File: src/rtl/apb_master_ctrl_pkg.sv
// apb_master_ctrl_pkg: FSM states, APB protection bits and response record shared by the APB master controller
package apb_master_ctrl_pkg;
  typedef enum logic [1:0] {IDLE, SETUP, ACCESS, RESP} state_e;
  localparam logic [2:0] APB_PROT_PRIV  = 3'b001;
  localparam logic [2:0] APB_PROT_NSEC  = 3'b010;
  localparam logic [2:0] APB_PROT_INSTR = 3'b100;
  localparam int RSP_DATA_MAX = 64;
  typedef struct packed {
    logic [RSP_DATA_MAX-1:0] rdata;
    logic                    err;
    logic                    timeout;
  } rsp_t;
  function automatic int tmo_w(int t);
    return (t < 1) ? 1 : $clog2(t + 1);
  endfunction
endpackage

File: src/rtl/apb_master_ctrl_if.sv
// apb_master_ctrl_if: command/response port and APB4 bus (with pstrb/pprot) of the APB master controller
interface apb_master_ctrl_if #(parameter int ADDR_W = 32, parameter int DATA_W = 32);
  logic                req_valid;
  logic                req_ready;
  logic [ADDR_W-1:0]   req_addr;
  logic                req_write;
  logic [DATA_W-1:0]   req_wdata;
  logic [DATA_W/8-1:0] req_strb;
  logic [2:0]          req_prot;
  logic                rsp_valid;
  logic                rsp_ready;
  logic [DATA_W-1:0]   rsp_rdata;
  logic                rsp_err;
  logic                rsp_timeout;
  logic [ADDR_W-1:0]   paddr;
  logic [DATA_W-1:0]   pwdata;
  logic [DATA_W/8-1:0] pstrb;
  logic [2:0]          pprot;
  logic                pwrite;
  logic                psel;
  logic                penable;
  logic [DATA_W-1:0]   prdata;
  logic                pready;
  logic                pslverr;
  modport master (
    input  req_valid, req_addr, req_write, req_wdata, req_strb, req_prot, rsp_ready,
           prdata, pready, pslverr,
    output req_ready, rsp_valid, rsp_rdata, rsp_err, rsp_timeout,
           paddr, pwdata, pstrb, pprot, pwrite, psel, penable
  );
  modport slave (
    output req_valid, req_addr, req_write, req_wdata, req_strb, req_prot, rsp_ready,
           prdata, pready, pslverr,
    input  req_ready, rsp_valid, rsp_rdata, rsp_err, rsp_timeout,
           paddr, pwdata, pstrb, pprot, pwrite, psel, penable
  );
endinterface

File: src/rtl/apb_master_ctrl_tmo_cnt.sv
// apb_master_ctrl_tmo_cnt: ACCESS-phase wait counter; expire_o flags the last allowed cycle without pready
module apb_master_ctrl_tmo_cnt
  import apb_master_ctrl_pkg::*;
#(
  parameter int TIMEOUT = 16
) (
  input  logic clk_i,
  input  logic rst_ni,
  input  logic clr_i,
  input  logic en_i,
  output logic expire_o
);
  localparam int W = tmo_w(TIMEOUT);
  if (TIMEOUT == 0) begin : g_off
    logic unused_tie;
    assign unused_tie = clk_i ^ rst_ni ^ clr_i ^ en_i;
    assign expire_o   = 1'b0;
  end else begin : g_on
    logic [W-1:0] cnt_q, cnt_d;
    always_comb cnt_d = clr_i ? '0 : en_i ? cnt_q + W'(1) : cnt_q;
    always_ff @(posedge clk_i or negedge rst_ni)
      if (!rst_ni) cnt_q <= '0;
      else         cnt_q <= cnt_d;
    // counter holds (cycles already waited); the TIMEOUT-th idle cycle sees TIMEOUT-1
    assign expire_o = en_i && (cnt_q == W'(TIMEOUT - 1));
  end
endmodule

File: src/rtl/apb_master_ctrl.sv
// apb_master_ctrl: valid/ready command port to APB4 SETUP/ACCESS transfers with an ACCESS-phase timeout
module apb_master_ctrl
  import apb_master_ctrl_pkg::*;
#(
  parameter int ADDR_W  = 32,
  parameter int DATA_W  = 32,
  parameter int TIMEOUT = 16
) (
  input  logic               pclk,
  input  logic               presetn,
  apb_master_ctrl_if.master  bus
);
  state_e              state_q, state_d;
  logic [ADDR_W-1:0]   paddr_q, paddr_d;
  logic [DATA_W-1:0]   pwdata_q, pwdata_d;
  logic [DATA_W/8-1:0] pstrb_q, pstrb_d;
  logic [2:0]          pprot_q, pprot_d;
  logic                pwrite_q, pwrite_d;
  rsp_t                rsp_q, rsp_d;
  logic                accept, done, expire;

  apb_master_ctrl_tmo_cnt #(.TIMEOUT(TIMEOUT)) u_tmo (
    .clk_i    (pclk),
    .rst_ni   (presetn),
    .clr_i    (state_q == SETUP),
    .en_i     (state_q == ACCESS && !bus.pready),
    .expire_o (expire)
  );

  assign accept = bus.req_valid && bus.req_ready;
  assign done   = (state_q == ACCESS) && (bus.pready || expire);

  always_comb begin
    state_d  = state_q;
    paddr_d  = paddr_q;
    pwdata_d = pwdata_q;
    pstrb_d  = pstrb_q;
    pprot_d  = pprot_q;
    pwrite_d = pwrite_q;
    rsp_d    = rsp_q;
    case (state_q)
      IDLE: if (accept) begin
        state_d  = SETUP;
        paddr_d  = bus.req_addr;
        pwdata_d = bus.req_wdata;
        pstrb_d  = bus.req_write ? bus.req_strb : '0;
        pprot_d  = bus.req_prot;
        pwrite_d = bus.req_write;
      end
      SETUP: state_d = ACCESS;
      ACCESS: if (done) begin
        state_d       = RESP;
        rsp_d.rdata   = (bus.pready && !pwrite_q) ? RSP_DATA_MAX'(bus.prdata) : '0;
        rsp_d.err     = bus.pready ? bus.pslverr : 1'b1;
        rsp_d.timeout = !bus.pready;
      end
      RESP: if (bus.rsp_ready) state_d = IDLE;
      default: state_d = IDLE;
    endcase
  end

  always_ff @(posedge pclk or negedge presetn)
    if (!presetn) begin
      state_q  <= IDLE;
      paddr_q  <= '0;
      pwdata_q <= '0;
      pstrb_q  <= '0;
      pprot_q  <= '0;
      pwrite_q <= 1'b0;
      rsp_q    <= '0;
    end else begin
      state_q  <= state_d;
      paddr_q  <= paddr_d;
      pwdata_q <= pwdata_d;
      pstrb_q  <= pstrb_d;
      pprot_q  <= pprot_d;
      pwrite_q <= pwrite_d;
      rsp_q    <= rsp_d;
    end

  // handshake outputs decode the state directly so an async reset drops them at once
  assign bus.req_ready   = (state_q == IDLE);
  assign bus.psel        = (state_q == SETUP) || (state_q == ACCESS);
  assign bus.penable     = (state_q == ACCESS);
  assign bus.rsp_valid   = (state_q == RESP);
  assign bus.paddr       = paddr_q;
  assign bus.pwdata      = pwdata_q;
  assign bus.pstrb       = pstrb_q;
  assign bus.pprot       = pprot_q;
  assign bus.pwrite      = pwrite_q;
  assign bus.rsp_rdata   = DATA_W'(rsp_q.rdata);
  assign bus.rsp_err     = rsp_q.err;
  assign bus.rsp_timeout = rsp_q.timeout;

  ap_pen_sel: assert property (@(posedge pclk) disable iff (!presetn) bus.penable |-> bus.psel);
  ap_stable:  assert property (@(posedge pclk) disable iff (!presetn)
                               state_q == ACCESS |-> $stable(paddr_q) && $stable(pwdata_q) && $stable(pwrite_q));
endmodule

File: src/flat_wrapper.sv
// flat-port wrapper written by rule: the top's interface ports become plain ports
module apb_master_ctrl_flat import apb_master_ctrl_pkg::*;
#(
  parameter int ADDR_W  = 32,
  parameter int DATA_W  = 32,
  parameter int TIMEOUT = 16
)
  (pclk, presetn, bus_req_valid, bus_req_addr, bus_req_write, bus_req_wdata, bus_req_strb, bus_req_prot, bus_rsp_ready, bus_prdata, bus_pready, bus_pslverr, bus_req_ready, bus_rsp_valid, bus_rsp_rdata, bus_rsp_err, bus_rsp_timeout, bus_paddr, bus_pwdata, bus_pstrb, bus_pprot, bus_pwrite, bus_psel, bus_penable);
  apb_master_ctrl_if #(.ADDR_W(ADDR_W), .DATA_W(DATA_W)) bus_i ();
  input  logic pclk;
  input  logic presetn;
  input wire logic [$bits(bus_i.req_valid)-1:0] bus_req_valid;
  input wire logic [$bits(bus_i.req_addr)-1:0] bus_req_addr;
  input wire logic [$bits(bus_i.req_write)-1:0] bus_req_write;
  input wire logic [$bits(bus_i.req_wdata)-1:0] bus_req_wdata;
  input wire logic [$bits(bus_i.req_strb)-1:0] bus_req_strb;
  input wire logic [$bits(bus_i.req_prot)-1:0] bus_req_prot;
  input wire logic [$bits(bus_i.rsp_ready)-1:0] bus_rsp_ready;
  input wire logic [$bits(bus_i.prdata)-1:0] bus_prdata;
  input wire logic [$bits(bus_i.pready)-1:0] bus_pready;
  input wire logic [$bits(bus_i.pslverr)-1:0] bus_pslverr;
  output wire logic [$bits(bus_i.req_ready)-1:0] bus_req_ready;
  output wire logic [$bits(bus_i.rsp_valid)-1:0] bus_rsp_valid;
  output wire logic [$bits(bus_i.rsp_rdata)-1:0] bus_rsp_rdata;
  output wire logic [$bits(bus_i.rsp_err)-1:0] bus_rsp_err;
  output wire logic [$bits(bus_i.rsp_timeout)-1:0] bus_rsp_timeout;
  output wire logic [$bits(bus_i.paddr)-1:0] bus_paddr;
  output wire logic [$bits(bus_i.pwdata)-1:0] bus_pwdata;
  output wire logic [$bits(bus_i.pstrb)-1:0] bus_pstrb;
  output wire logic [$bits(bus_i.pprot)-1:0] bus_pprot;
  output wire logic [$bits(bus_i.pwrite)-1:0] bus_pwrite;
  output wire logic [$bits(bus_i.psel)-1:0] bus_psel;
  output wire logic [$bits(bus_i.penable)-1:0] bus_penable;
  assign bus_i.req_valid = bus_req_valid;
  assign bus_i.req_addr = bus_req_addr;
  assign bus_i.req_write = bus_req_write;
  assign bus_i.req_wdata = bus_req_wdata;
  assign bus_i.req_strb = bus_req_strb;
  assign bus_i.req_prot = bus_req_prot;
  assign bus_i.rsp_ready = bus_rsp_ready;
  assign bus_i.prdata = bus_prdata;
  assign bus_i.pready = bus_pready;
  assign bus_i.pslverr = bus_pslverr;
  assign bus_req_ready = bus_i.req_ready;
  assign bus_rsp_valid = bus_i.rsp_valid;
  assign bus_rsp_rdata = bus_i.rsp_rdata;
  assign bus_rsp_err = bus_i.rsp_err;
  assign bus_rsp_timeout = bus_i.rsp_timeout;
  assign bus_paddr = bus_i.paddr;
  assign bus_pwdata = bus_i.pwdata;
  assign bus_pstrb = bus_i.pstrb;
  assign bus_pprot = bus_i.pprot;
  assign bus_pwrite = bus_i.pwrite;
  assign bus_psel = bus_i.psel;
  assign bus_penable = bus_i.penable;
  apb_master_ctrl #(.ADDR_W(ADDR_W), .DATA_W(DATA_W), .TIMEOUT(TIMEOUT)) u_core (.pclk(pclk), .presetn(presetn), .bus(bus_i));
endmodule
File: config.mk
export PLATFORM = sky130hd
export DESIGN_NAME = apb_master_ctrl_flat
export DESIGN_NICKNAME = d
export VERILOG_FILES = /design/src/rtl/apb_master_ctrl_pkg.sv /design/src/rtl/apb_master_ctrl_if.sv /design/src/rtl/apb_master_ctrl_tmo_cnt.sv /design/src/rtl/apb_master_ctrl.sv /design/src/flat_wrapper.sv
export SDC_FILE = /design/constraint.sdc
export NUM_CORES = 1
export LEC_CHECK = 0
export BUFFER_PORTS_ARGS = -buffer_cell sky130_fd_sc_hd__buf_2
export CORE_MARGIN = 8
export CORE_UTILIZATION = 49
export DETAILED_ROUTE_END_ITERATION = 16
export PLACE_DENSITY = 0.93
export SYNTH_ARGS = -nofsm -noshare
export SYNTH_HDL_FRONTEND = slang
export SYNTH_SLANG_ARGS = --single-unit
File: constraint.sdc
create_clock -name pclk -period 2.6 [get_ports pclk]
set_input_delay 0.52 -clock pclk [delete_from_list [all_inputs] [get_ports pclk]]
set_output_delay 0.52 -clock pclk [all_outputs]
set_load 0.02 [all_outputs]
# Word level (Yosys, flattened, before mapping)
# Cells that the tools add are included.
# Widths: inputs -> output; s select.
[word_totals]
regBits = 113
latchBits = 0
mem_bits_rw = 0
romBits = 0
input_bits = 110
mem_count = 0
[classes]
addsub = 1
n_mul = 0
div_mod_pow = 0
order_cmp = 0
eq_ne = 7
shift = 0
mux = 9
bitwise = 0
n_reduce_logical = 14
[ops]
columns = ["operator", "count"]
rows = [
  ["$mux 32", 1],
  ["$mux 5", 2],
  ["$pmux 2 s4", 1],
  ["$mux 2", 3],
  ["$add 5x1->5 const B", 1],
  ["$eq 5x4->1 const B", 1],
  ["$logic_and 1x1->1", 5],
  ["$eq 2x2->1 const B", 2],
  ["$mux 4", 1],
  ["$ne 2x2->1 const B", 2],
  ["$reduce_and 2->1", 2],
  ["$reduce_and 3->1", 1],
  ["$eq 2x1->1 const B", 1],
  ["$logic_not 1->1", 2],
  ["$logic_not 2->1", 1],
  ["$logic_or 1x1->1", 2],
  ["$ne 2x1->1 const B", 1],
  ["$reduce_bool 2->1", 1],
  ["$mux 1", 1],
]

# Longest topological paths before layout
[depth]
ltp_word = 7
depth_mapped = 8
ltp_nobuf = 6

# Hierarchy
# From an unflattened synthesis, not the netlist that was laid out.
[unflattened]
cells_unflattened = 348
hier_area_um2 = 4610.7
[modules_own_cells]
columns = ["module", "n_inst", "cells_per_inst", "area_per_inst_um2"]
rows = [
  ["apb_master_ctrl", 1, 324, 4325.4],
  ["apb_master_ctrl_tmo_cnt", 1, 24, 285.3],
]

# Least setup slack after synthesis
# Ideal clock, no wire load.
[synth_timing]
kind = "register to register"
from = "register u_core.state_q[0]"
to = "register u_core.pwdata_q[29], in the netlist u_core.bus.pwdata[29]"
setup_time_ns = 0.128
t_arrival_ns = 1.574
required_time_ns = 2.472
path_slack_ns = 0.898
stages_incl_launch_ff = 7
path_buffers = 2
synth_period_minus_slack_ns = 1.702
path_cell_list = "dfrtp_1 -> inv_1 -> ha_1 -> nand2_1 -> buf_4 -> buf_2 -> mux2_1"
[synth_between]
elab_chain_len = 3
[synth_lines]
columns = ["item", "line_no", "rtl"]
rows = [
  ["start, declared", "apb_master_ctrl.sv:13", "state_e state_q, state_d;"],
  ["start signal, assigned", "apb_master_ctrl.sv:72", "state_q <= state_d;"],
  ["$logic_not 2->1 (*)", "apb_master_ctrl.sv:82", "assign bus.req_ready = (state_q == IDLE);"],
  ["net bus_req_ready", "flat_wrapper.sv:22", "output wire logic [$bits(bus_i.req_ready)-1:0] bus_req_ready;"],
  ["$logic_and 1x1->1", "apb_master_ctrl.sv:30", "assign accept = bus.req_valid && bus.req_ready;"],
  ["$reduce_and 2->1 (no source line) (*)", "--", ""],
  ["end signal, assigned", "apb_master_ctrl.sv:74", "pwdata_q <= pwdata_d;"],
  ["end, declared", "apb_master_ctrl.sv:15", "logic [DATA_W-1:0] pwdata_q, pwdata_d;"],
]
# Mark *: on every way through the listed nets, which the timed path passes. The rest lies on a longest branch.
# A chain may end at the register's enable or synchronous reset.

# Worst setup path in the final report
[layout_timing]
from = "register u_core.state_q[0]"
to = "output bus_penable"
[layout_between]
elab_chain_len = 1
[layout_lines]
columns = ["item", "line_no", "rtl"]
rows = [
  ["$eq 2x2->1", "apb_master_ctrl.sv:84", "assign bus.penable = (state_q == ACCESS);"],
  ["end, declared", "flat_wrapper.sv:33", "output wire logic [$bits(bus_i.penable)-1:0] bus_penable;"],
]
# Every way passes these cells.

==> reports/metrics.yaml <==
grt_pass1_vias: 3923
netlist_area_um2: 4457
period_needed_ps: 2184
grt_remaining_overflow: 0
cp_slowest_cell: "dfrtp_1"
cts_max_level: 4
status: "finished, final reports clean"
ys_types: 27
route.antenna.remaining_nets: 0
viasPerCell: 4.864
fmax_mhz: 457.8
drt_iter0_markers: 165
place_congestion: 0.7592
synthArstFlopShare: 1.000
path_cells: "inv_1, ha_1, buf_2"
cp.required_ps: 2080
ir_worst_vdd_mv: 0.8885
cap_violations: 0
clk_pin_slew_ps: 60
p_leak_uw: 0.003228
final_common_cell: "buf_2"
skew_ps: 11.59
finalSetupTns_ps: 0
cts-buffers-inserted: 17
place_ws_ps: 588.1
portBuffers: 219
drc_errors: 0
antennaDiodeCount: 0
antenna_found_initial: 0
synth.net_count: 468
fp.dieArea_um2: 12400
grt_use_total: 0.1945
area_growth_pct: 40.40
cts_root_buf: "clkbuf_8"
die_w_um: 111.4
critPathArrivalTime_ps: 1660
finalSetupViolCount: 0
cpPeakStageDelay_ps: 420
seqPwrFrac: 0.342
path_max_fanout: 9
synth_edf_count: 0
relSlewSlack: 0.6142
rows: 35
tightestPinTransition_ps: 578.7
cts_sinks: 113
cts_tree: "done"
worstSetupPathType: "reg2out"
io_pins: 220
yosysWarnings: 0
setup_slack_ps: 415.8
fin_crit_sh: 0.8401
internal_power_uw: 5524
grt_max_degree: 66
grt_pass1_wl_um: 19580
p_per_area_nw_per_um2: 1441
yosysSeqAreaShare: 0.6345
die_h_um: 111.4
routedWlPerCell_um: 17.01
vias: 3390
ys_ff_latch: 113
dp.final_hpwl_um: 9230
ctsResizeCount: 0
start_util: 0.4940
hold_viol_final: 0
p_switching_uw: 3490
final_nets: 691
setup.worst_path.start_class: "flop"
clockPowerShare: 0.260
wl_um: 11860
insertion_delay_ps: 490
cts_setup_buffers: 0
core_um2: 9021
combPwrFrac: 0.398
crit_path_end_kind: "output pin"
clockBufferDepth: 2
synth_top_flop_cell: "dfrtp_1"
swShare: 0.3872
drive_above_1_share: 0.5017
rsz0062_at_grt: "false"
min_path_type: "in2async"
utilization: 0.6936
drv_slew: 0
final_cell_mix: "buf_2, dfrtp_1, nand2_1"
syn_avg_cell_area_um2: 12.70
syn_inst: 351
first_pass_iters: 4
ctsHoldBuffers: 0
==> path summary, 6_finish.rpt <==
check	start	endpoint	slack, ps	cells after the start
worst min register to register	u_core.bus.rsp_rdata[17]	u_core.bus.rsp_rdata[17]	480	2
worst max register to register	u_core.u_tmo.g_on.cnt_q[0]	u_core.bus.rsp_rdata[29]	560	7
worst max-delay path	u_core.state_q[0]	bus_penable	420	3
max in group asynchronous	presetn	u_core.bus.paddr[23]	1880	2
worst min-delay path	presetn	u_core.bus.pwdata[19]	40	1
min in group pclk	bus_req_wdata[0]	u_core.bus.pwdata[0]	250	2
==> critical path, delay by kind of cell, from the launching register on <==
kind / cells / cell delay (ps)
fa+ha+maj: 1 / 400
flops: 1 / 420
buf+inv: 2 / 360
==> per-stage QoR <==
stage / power (uW) / hold slack (ps) / cell area (um^2) / cells
floorplan: 5357 / 224.4 / 4457 / 351
global placement: 6541 / 461.8 / 5653 / 666
detailed placement: 6752 / 472.6 / 5653 / 666
CTS: 9136 / 28.87 / 6257 / 697
global route: 9542 / 56.31 / 6257 / 697
finish: 9015 / 36.00 / 6257 / 697
==> layout make-up <==
class | count | area (um^2)
repair buffers | 224 | 1161
clock inverters | 13 | 186.4
fillers | 647 | 2764
multi-input cells | 212 | 1503
flip-flops and latches | 113 | 2828
inverters | 6 | 22.52
clock buffers | 18 | 417.9
well taps | 111 | 138.9
==> Yosys cell counts, types with 2 or more instances <==
master	instances	area share
buf_2	14	0.016
inv_1	6	0.0051
mux2_1	34	0.086
dfrtp_1	113	0.63
nor2_1	8	0.0067
o21ai_1	33	0.037
o21ai_0	4	0.0045
nand2_1	74	0.062
a21oi_1	3	0.0034
nor2b_1	2	0.0028
buf_6	3	0.0076
mux2_2	36	0.091
ha_1	7	0.020
==> state kept, by name, summed over array words and instances, names as in the netlist <==
name and flops:
u_core.bus.pwdata 32, u_core.state_q 2, u_core.bus.pwrite 1, u_core.u_tmo.g_on.cnt_q 5
u_core.bus.pprot 3, u_core.bus.rsp_timeout 1, u_core.bus.rsp_rdata 32, u_core.bus.pstrb 4
u_core.bus.rsp_err 1, u_core.bus.paddr 32
==> logic make-up after synthesis <==
| logic type | synth area share |
|---|---|
| multiplexers | 0.1791 |
| AO/OA/AOI/OAI | 0.05250 |
| flip-flops | 0.6345 |
| XOR/XNOR | 0.003931 |
| adder cells (fa/ha/maj) | 0.01965 |
| AND/OR/NAND/NOR | 0.07833 |
| buffers and inverters | 0.03200 |
==> layer usage <==
metal,GRT usage,vias to the layer above,wire (um)
met2,0.3441,135,6311
met5,0,-,0
met3,0.06667,24,775
met1,0.2050,1602,4507
li1,-,1629,-
met4,0.08444,0,264
==> power groups by stage <==
stage          clock network, uW  registers (uW)  logic, uW
3_5_place_dp                   0            3110       3640
4_1_cts                     2390            3090       3660
2_1_floorplan                  0            4080       1280
5_1_grt                     2470            3190       3880
6_report                    2340            3080       3590
3_3_place_gp                   0            3030       3510
No activity file was read; power rests on OpenSTA's default activity.
